## src/rtl/pipe_pkg.sv

```systemverilog
// Shared pipeline types: header byte array, egress port mask and the FIFO entry
// that carries both between processor stages.
package pipe_pkg;

  // Bus widths shared by every processor stage of the pipeline
  localparam int BYTE_BUS    = 8;
  localparam int HDR_MAX_LEN = 4;
  localparam int NUM_PORTS   = 4;
  localparam int DROP_CNT_W  = 16;

  // Element [0] is the first header byte on the wire
  typedef logic [HDR_MAX_LEN-1:0][BYTE_BUS-1:0] hdr_t;
  typedef logic [NUM_PORTS-1:0]                 port_t;

  typedef struct packed {
    hdr_t  hdr;
    port_t port;
  } hdr_entry_t;

endpackage

```

## src/rtl/pkt_hdr_fifo_if.sv

```systemverilog
// Push/pop/status bundle between a header producer, the header FIFO and its consumer.
interface pkt_hdr_fifo_if import pipe_pkg::*; #(
  parameter int DEPTH = 4
) ();

  localparam int CNT_W = $clog2(DEPTH) + 1;

  logic                  wr_i;
  hdr_t                  pkt_hdr_i;
  port_t                 out_port_i;
  logic                  full_o;
  logic                  afull_o;
  logic                  rd_i;
  logic                  empty_o;
  hdr_t                  pkt_hdr_o;
  port_t                 out_port_o;
  logic [CNT_W-1:0]      count_o;
  logic [DROP_CNT_W-1:0] drop_cnt_o;
  logic                  err_ovf_o;
  logic                  err_udf_o;
  logic                  clear_err_i;

  modport master (
    output wr_i, pkt_hdr_i, out_port_i, rd_i, clear_err_i,
    input  full_o, afull_o, empty_o, pkt_hdr_o, out_port_o,
    input  count_o, drop_cnt_o, err_ovf_o, err_udf_o
  );

  modport slave (
    input  wr_i, pkt_hdr_i, out_port_i, rd_i, clear_err_i,
    output full_o, afull_o, empty_o, pkt_hdr_o, out_port_o,
    output count_o, drop_cnt_o, err_ovf_o, err_udf_o
  );

endinterface

```

## src/rtl/pkt_hdr_fifo.sv

```systemverilog
// Show-ahead FIFO of {header, egress port mask} between pipeline processor stages,
// with occupancy, almost-full, saturating drop counter and sticky error flags.
module pkt_hdr_fifo import pipe_pkg::*; #(
  parameter int DEPTH        = 4,
  parameter int AFULL_THRESH = DEPTH - 1
) (
  input  logic           clk,
  input  logic           rst,
  pkt_hdr_fifo_if.slave  bus
);

  localparam int PTR_W = $clog2(DEPTH);
  localparam int CNT_W = PTR_W + 1;

  hdr_entry_t            mem_r [DEPTH];
  logic [PTR_W-1:0]      wr_ptr_r;
  logic [PTR_W-1:0]      rd_ptr_r;
  logic [CNT_W-1:0]      count_r;
  logic [DROP_CNT_W-1:0] drop_cnt_r;
  logic                  err_ovf_r;
  logic                  err_udf_r;

  logic                  empty_s;
  logic                  full_s;
  logic                  push_s;
  logic                  pop_s;
  logic                  ovf_evt_s;
  logic                  udf_evt_s;
  hdr_entry_t            head_s;
  hdr_entry_t            wr_entry_s;

  assign empty_s    = (count_r == CNT_W'(0));
  assign full_s     = (count_r == CNT_W'(DEPTH));
  // A push against a full FIFO is dropped even if a pop frees a slot this cycle
  assign push_s     = bus.wr_i & ~full_s;
  assign pop_s      = bus.rd_i & ~empty_s;
  assign ovf_evt_s  = bus.wr_i & full_s;
  assign udf_evt_s  = bus.rd_i & empty_s;
  assign wr_entry_s = '{hdr: bus.pkt_hdr_i, port: bus.out_port_i};

  // Head entry falls through while non-empty, forced to zero when empty
  always_comb begin
    head_s = '0;
    if (!empty_s) begin
      head_s = mem_r[rd_ptr_r];
    end else begin
      head_s = '0;
    end
  end

  // Entry storage: no reset so it stays a plain inferable RAM
  always_ff @(posedge clk) begin
    if (push_s) begin
      mem_r[wr_ptr_r] <= wr_entry_s;
    end
  end

  // Pointers and occupancy
  always_ff @(posedge clk or negedge rst) begin
    if (!rst) begin
      wr_ptr_r <= PTR_W'(0);
      rd_ptr_r <= PTR_W'(0);
      count_r  <= CNT_W'(0);
    end else begin
      if (push_s) begin
        wr_ptr_r <= wr_ptr_r + PTR_W'(1);
      end
      if (pop_s) begin
        rd_ptr_r <= rd_ptr_r + PTR_W'(1);
      end
      case ({push_s, pop_s})
        2'b10:   count_r <= count_r + CNT_W'(1);
        2'b01:   count_r <= count_r - CNT_W'(1);
        default: count_r <= count_r;
      endcase
    end
  end

  // Debug counters: an error event in the clear cycle takes priority over the clear
  always_ff @(posedge clk or negedge rst) begin
    if (!rst) begin
      drop_cnt_r <= DROP_CNT_W'(0);
      err_ovf_r  <= 1'b0;
      err_udf_r  <= 1'b0;
    end else begin
      if (ovf_evt_s) begin
        err_ovf_r <= 1'b1;
        if (bus.clear_err_i) begin
          drop_cnt_r <= DROP_CNT_W'(1);
        end else if (drop_cnt_r != {DROP_CNT_W{1'b1}}) begin
          drop_cnt_r <= drop_cnt_r + DROP_CNT_W'(1);
        end
      end else if (bus.clear_err_i) begin
        err_ovf_r  <= 1'b0;
        drop_cnt_r <= DROP_CNT_W'(0);
      end
      if (udf_evt_s) begin
        err_udf_r <= 1'b1;
      end else if (bus.clear_err_i) begin
        err_udf_r <= 1'b0;
      end
    end
  end

  assign bus.empty_o    = empty_s;
  assign bus.full_o     = full_s;
  assign bus.afull_o    = (count_r >= CNT_W'(AFULL_THRESH));
  assign bus.count_o    = count_r;
  assign bus.pkt_hdr_o  = head_s.hdr;
  assign bus.out_port_o = head_s.port;
  assign bus.drop_cnt_o = drop_cnt_r;
  assign bus.err_ovf_o  = err_ovf_r;
  assign bus.err_udf_o  = err_udf_r;

endmodule
```

## src/flat_wrapper.sv

```systemverilog
// flat-port wrapper written by rule: the top's interface ports become plain ports
module pkt_hdr_fifo_flat import pipe_pkg::*;
#(
  parameter int DEPTH        = 4,
  parameter int AFULL_THRESH = DEPTH - 1
)
  (clk, rst, bus_wr_i, bus_pkt_hdr_i, bus_out_port_i, bus_rd_i, bus_clear_err_i, bus_full_o, bus_afull_o, bus_empty_o, bus_pkt_hdr_o, bus_out_port_o, bus_count_o, bus_drop_cnt_o, bus_err_ovf_o, bus_err_udf_o);
  pkt_hdr_fifo_if #(.DEPTH(DEPTH)) bus_i ();
  input  logic clk;
  input  logic rst;
  input wire logic [$bits(bus_i.wr_i)-1:0] bus_wr_i;
  input wire logic [$bits(bus_i.pkt_hdr_i)-1:0] bus_pkt_hdr_i;
  input wire logic [$bits(bus_i.out_port_i)-1:0] bus_out_port_i;
  input wire logic [$bits(bus_i.rd_i)-1:0] bus_rd_i;
  input wire logic [$bits(bus_i.clear_err_i)-1:0] bus_clear_err_i;
  output wire logic [$bits(bus_i.full_o)-1:0] bus_full_o;
  output wire logic [$bits(bus_i.afull_o)-1:0] bus_afull_o;
  output wire logic [$bits(bus_i.empty_o)-1:0] bus_empty_o;
  output wire logic [$bits(bus_i.pkt_hdr_o)-1:0] bus_pkt_hdr_o;
  output wire logic [$bits(bus_i.out_port_o)-1:0] bus_out_port_o;
  output wire logic [$bits(bus_i.count_o)-1:0] bus_count_o;
  output wire logic [$bits(bus_i.drop_cnt_o)-1:0] bus_drop_cnt_o;
  output wire logic [$bits(bus_i.err_ovf_o)-1:0] bus_err_ovf_o;
  output wire logic [$bits(bus_i.err_udf_o)-1:0] bus_err_udf_o;
  assign bus_i.wr_i = bus_wr_i;
  assign bus_i.pkt_hdr_i = bus_pkt_hdr_i;
  assign bus_i.out_port_i = bus_out_port_i;
  assign bus_i.rd_i = bus_rd_i;
  assign bus_i.clear_err_i = bus_clear_err_i;
  assign bus_full_o = bus_i.full_o;
  assign bus_afull_o = bus_i.afull_o;
  assign bus_empty_o = bus_i.empty_o;
  assign bus_pkt_hdr_o = bus_i.pkt_hdr_o;
  assign bus_out_port_o = bus_i.out_port_o;
  assign bus_count_o = bus_i.count_o;
  assign bus_drop_cnt_o = bus_i.drop_cnt_o;
  assign bus_err_ovf_o = bus_i.err_ovf_o;
  assign bus_err_udf_o = bus_i.err_udf_o;
  pkt_hdr_fifo #(.DEPTH(DEPTH), .AFULL_THRESH(AFULL_THRESH)) u_core (.clk(clk), .rst(rst), .bus(bus_i));
endmodule
```

## config.mk

```make
export PLATFORM = sky130hd
export DESIGN_NAME = pkt_hdr_fifo_flat
export DESIGN_NICKNAME = d
export VERILOG_FILES = /design/src/rtl/pipe_pkg.sv /design/src/rtl/pkt_hdr_fifo_if.sv /design/src/rtl/pkt_hdr_fifo.sv /design/src/flat_wrapper.sv
export SDC_FILE = /design/constraint.sdc
export NUM_CORES = 1
export LEC_CHECK = 0
export ABC_AREA = 1
export ABC_CLOCK_PERIOD_IN_PS = 4800
export BUFFER_PORTS_ARGS = -buffer_cell sky130_fd_sc_hd__buf_2
export CAP_MARGIN = 20
export CORE_UTILIZATION = 23
export CTS_CLUSTER_DIAMETER = 120
export CTS_CLUSTER_SIZE = 40
export DETAILED_ROUTE_END_ITERATION = 6
export PLACE_DENSITY = 0.41
export SYNTH_ARGS = -nofsm -noshare
export SYNTH_HDL_FRONTEND = slang
export SYNTH_SLANG_ARGS = --single-unit
```

## constraint.sdc

```tcl
create_clock -name clk -period 4.8 [get_ports clk]
set_input_delay 0.48 -clock clk [delete_from_list [all_inputs] [get_ports clk]]
set_output_delay 0.48 -clock clk [all_outputs]
set_load 0.01 [all_outputs]
```

==> metrics.md <==
| Metric | Value |
|---|---|
| Arrival time at the worst endpoint | approximately 2.3 ns |
| Initial antenna violation count | 1 |
| Top post-synthesis cells by area | edfxtp_1 60%, dfrtp_1 8.7%, nor2_1 8.6% |
| Clk_lat worst skew | 0.43 ns |
| Crit. End Element | output pin |
| Tot Pwr | between 5 and 6 mW |
| GR Util met2 | 18.65% |
| Slowest stage delay, CP | 0.45 ns |
| Multi-input logic area | 0.001982 sq mm |
| Drt total wl | ~18000 um |
| Largest net degree at the start of global routing | 75 |
| Core Area | 0.03067 sq mm |
| Congestion Overflow GR | 0 |
| Clk_skew | 0.01519 ns |
| Max Slew Vio Count | 0 |
| RSZ-0062 raised after global routing | false |
| Min cycle time layout | about 2.8 ns |
| Status | complete, no violations |
| Die W | 178.8 um |
| Slew margin rel. | 41.05% |
| FF-to-FF path depth | 5 |
| DRT iter0 DRCs | 250 |
| DRT Pass-1 Iters | 4 |
| Syn_area_per_cell | 11.21 sq um |
| Post-DRT Antenna Nets | 0 |
| Post-synthesis cell area | 0.007187 sq mm |
| Critical path type | flop to output pin |
| Grt peak-use layer | met2 |
| Fin nets | 788 |
| Die ar. | roughly 0.032 sq mm |
| Via density | 4.204 |
| WP data required | between 4 and 5 ns |
| CTS tree | built |
| Hold slack | 0.06619 ns |
| Gate Count Post-Synth | 641 |
| Post-route cell area | around 0.0088 sq mm |
| Root buf cell | clkbuf_16 |
| Post-route DRC violation count | 0 |
| CP Cell Sequence | inv_2, buf_4, o21ai_0, a21oi_1, buf_2 |
| Post-DP Area | 0.008142 sq mm |
| Buf/Inv on CP | 3 |
| Max Clk Rate | 359.6 MHz |
| Pwr per Cell Area | 604.0 mW/mm^2 |
| CP max stage cell | buf_4 |
| Worst min-delay path category | input pin to asynchronous set/reset pin |
| Post-DP HPWL | 11050 um |
| Final Setup Violations | 0 |
| First-pass GRT wire length | 27620 um |
| Pre-CTS worst setup slack | 2.308 ns |
| Final hold viol count | 0 |
| Register area share after synthesis | 68.87% |
| CP max FO | 37 |
| Setup ws final | approximately 2.0 ns |
| Fraction of layout cells with a size suffix above 1 | 23.77% |
| Cts hold-fix bufs | 0 |
| Starting Density | 23.43% |
| I/O Buffers | 100 |
| Num CTS Buffers | 17 |
| Syn-to-layout area delta | 21.83% |
| Fill cell count | 3227 |
| Tightest Pin Transition | 0.8842 ns |
| Warnings from Yosys | 0 |
| Flops & latches, synth | around 170 |
| Crit start category | flop |
| Worst vdd ir | roughly 0.29 mV |
| Crit path max-delay family | buffers and inverters |
| Htree depth | 4 |
| CTS resizes | 0 |
| Total nets after synthesis | 689 |
| Via count | 4835 |
| Clk sinks | 169 |
| Setup Buffers After CTS | 0 |
| Die Height | 178.8 um |
| Wire per inst | between 15 and 20 um |
| GR Util met3 | 2.587% |
| Met1 Use GR | approximately 16% |
| Max Cap Violations | 0 |
| Fin crit share | just under 60% |
| Pleak | between 3 and 4 nW |
| FP Rows | 64 |
| Post-route setup TNS | 0 ns |
| Vias in the first global route | 4709 |
| Synth top area share | about three fifths |
| CTS clock-pin slew for the worst setup and hold paths | about 0.080 ns |
| Global-route usage over all layers | 11.81% |
| Gp weighted congestion | 0.7311 |
| CTS max path bufs | 2 |
| Worst path depth | 5 |
| Most area-hungry cell type in the Yosys netlist | edfxtp_1 |
| Reg area | between 0.004 and 0.005 sq mm |
| Top Ports | 101 |
| Post-synthesis cell type count | 31 |
-- logic make-up after synthesis --
group | share of synthesized area, %
AND/OR/NAND/NOR | 15.65
buffers and inverters | 4.039
XOR/XNOR | 0.8531
flip-flops | 68.87
adder cells (fa/ha/maj) | 1.323
AO/OA/AOI/OAI | 9.262
-- Yosys cell counts --
| master | number |
|---|---|
| a21oi_1 | 38 |
| a22o_1 | 1 |
| buf_1 | 3 |
| buf_12 | 1 |
| buf_2 | 14 |
| clkbuf_1 | 10 |
| clkinv_2 | 1 |
| dfrtp_1 | 25 |
| edfxtp_1 | 144 |
| fa_1 | 1 |
| ha_1 | 6 |
| inv_1 | 32 |
| inv_2 | 7 |
| nand2_1 | 58 |
| nand2_2 | 5 |
| nand2_4 | 2 |
| nand3_1 | 10 |
| nand3_2 | 2 |
| nand3_4 | 1 |
| nand4_1 | 12 |
| nor2_1 | 164 |
| nor2_2 | 5 |
| nor2_4 | 3 |
| nor3_1 | 2 |
| o211ai_1 | 1 |
| o21ai_0 | 72 |
| o21ai_1 | 6 |
| o21ai_2 | 7 |
| o21bai_1 | 1 |
| xnor2_1 | 3 |
| xor2_1 | 4 |
-- final cells by class --
cell class,count,share of cell area (%)
sequential,169,56.56
multi-input combinational,404,22.64
timing repair buffer,108,6.402
tap,396,5.659
clock buffer,18,4.901
clock inverter,14,2.086
inverter,40,1.729
antenna,1,0.02858
-- layout by cell type (no fill, tap or decap), types with 12 or more instances in the layout --
master	count
a21oi_1	38
inv_1	32
dfrtp_1	23
edfxtp_1	144
nor2_1	160
clkbuf_16	17
nand4_1	12
nand2_1	58
buf_2	100
o21ai_0	72
-- through the flow --
stage / cells / utilization, %
6_report: 1150 / 28.55
5_1_grt: 1149 / 28.54
4_1_cts: 1149 / 28.54
3_5_place_dp: 1117 / 26.55
3_3_place_gp: 1117 / 26.55
2_1_floorplan: 641 / -
-- state kept, by name, indices dropped and copies added, names as in the netlist --
signal	cells
u_core.mem_r	144
u_core.bus.drop_cnt_o	16
u_core.bus.count_o	3
u_core.rd_ptr_r	2
u_core.wr_ptr_r	2
u_core.bus.err_ovf_o	1
u_core.bus.err_udf_o	1
-- power by group --
part / internal [mW] / switching, mW / total, mW
registers: 1.90 / 0.0813 / 1.98
logic: 0.593 / 1.29 / 1.88
clock network: 0.793 / 0.632 / 1.42
total: 3.29 / 2.00 / 5.29
-- path summary, 6_finish.rpt --
check | from | endpoint | slack, ns
max | u_core.rd_ptr_r[0]$_DFFE_PN0P_ | bus_pkt_hdr_o[0] | 2.02
min | rst | u_core.bus.drop_cnt_o[13]$_DFFE_PN0P_ | 0.07
max reg2reg | u_core.bus.count_o[0]$_DFFE_PN0P_ | u_core.mem_r[1][34]$_DFFE_PP_ | 2.44
min reg2reg | u_core.bus.err_ovf_o$_DFFE_PN0P_ | u_core.bus.err_ovf_o$_DFFE_PN0P_ | 0.50
max in group asynchronous | rst | u_core.rd_ptr_r[0]$_DFFE_PN0P_ | 4.26
min in group clk | bus_pkt_hdr_i[25] | u_core.mem_r[2][29]$_DFFE_PP_ | 0.27
-- per-layer routing --
metal,vias up,wire length (um)
met5,-,0
met4,0,159
met3,12,600
met2,86,8555
met1,2334,8966
li1,2403,-
(Power assumes the default switching activity.)
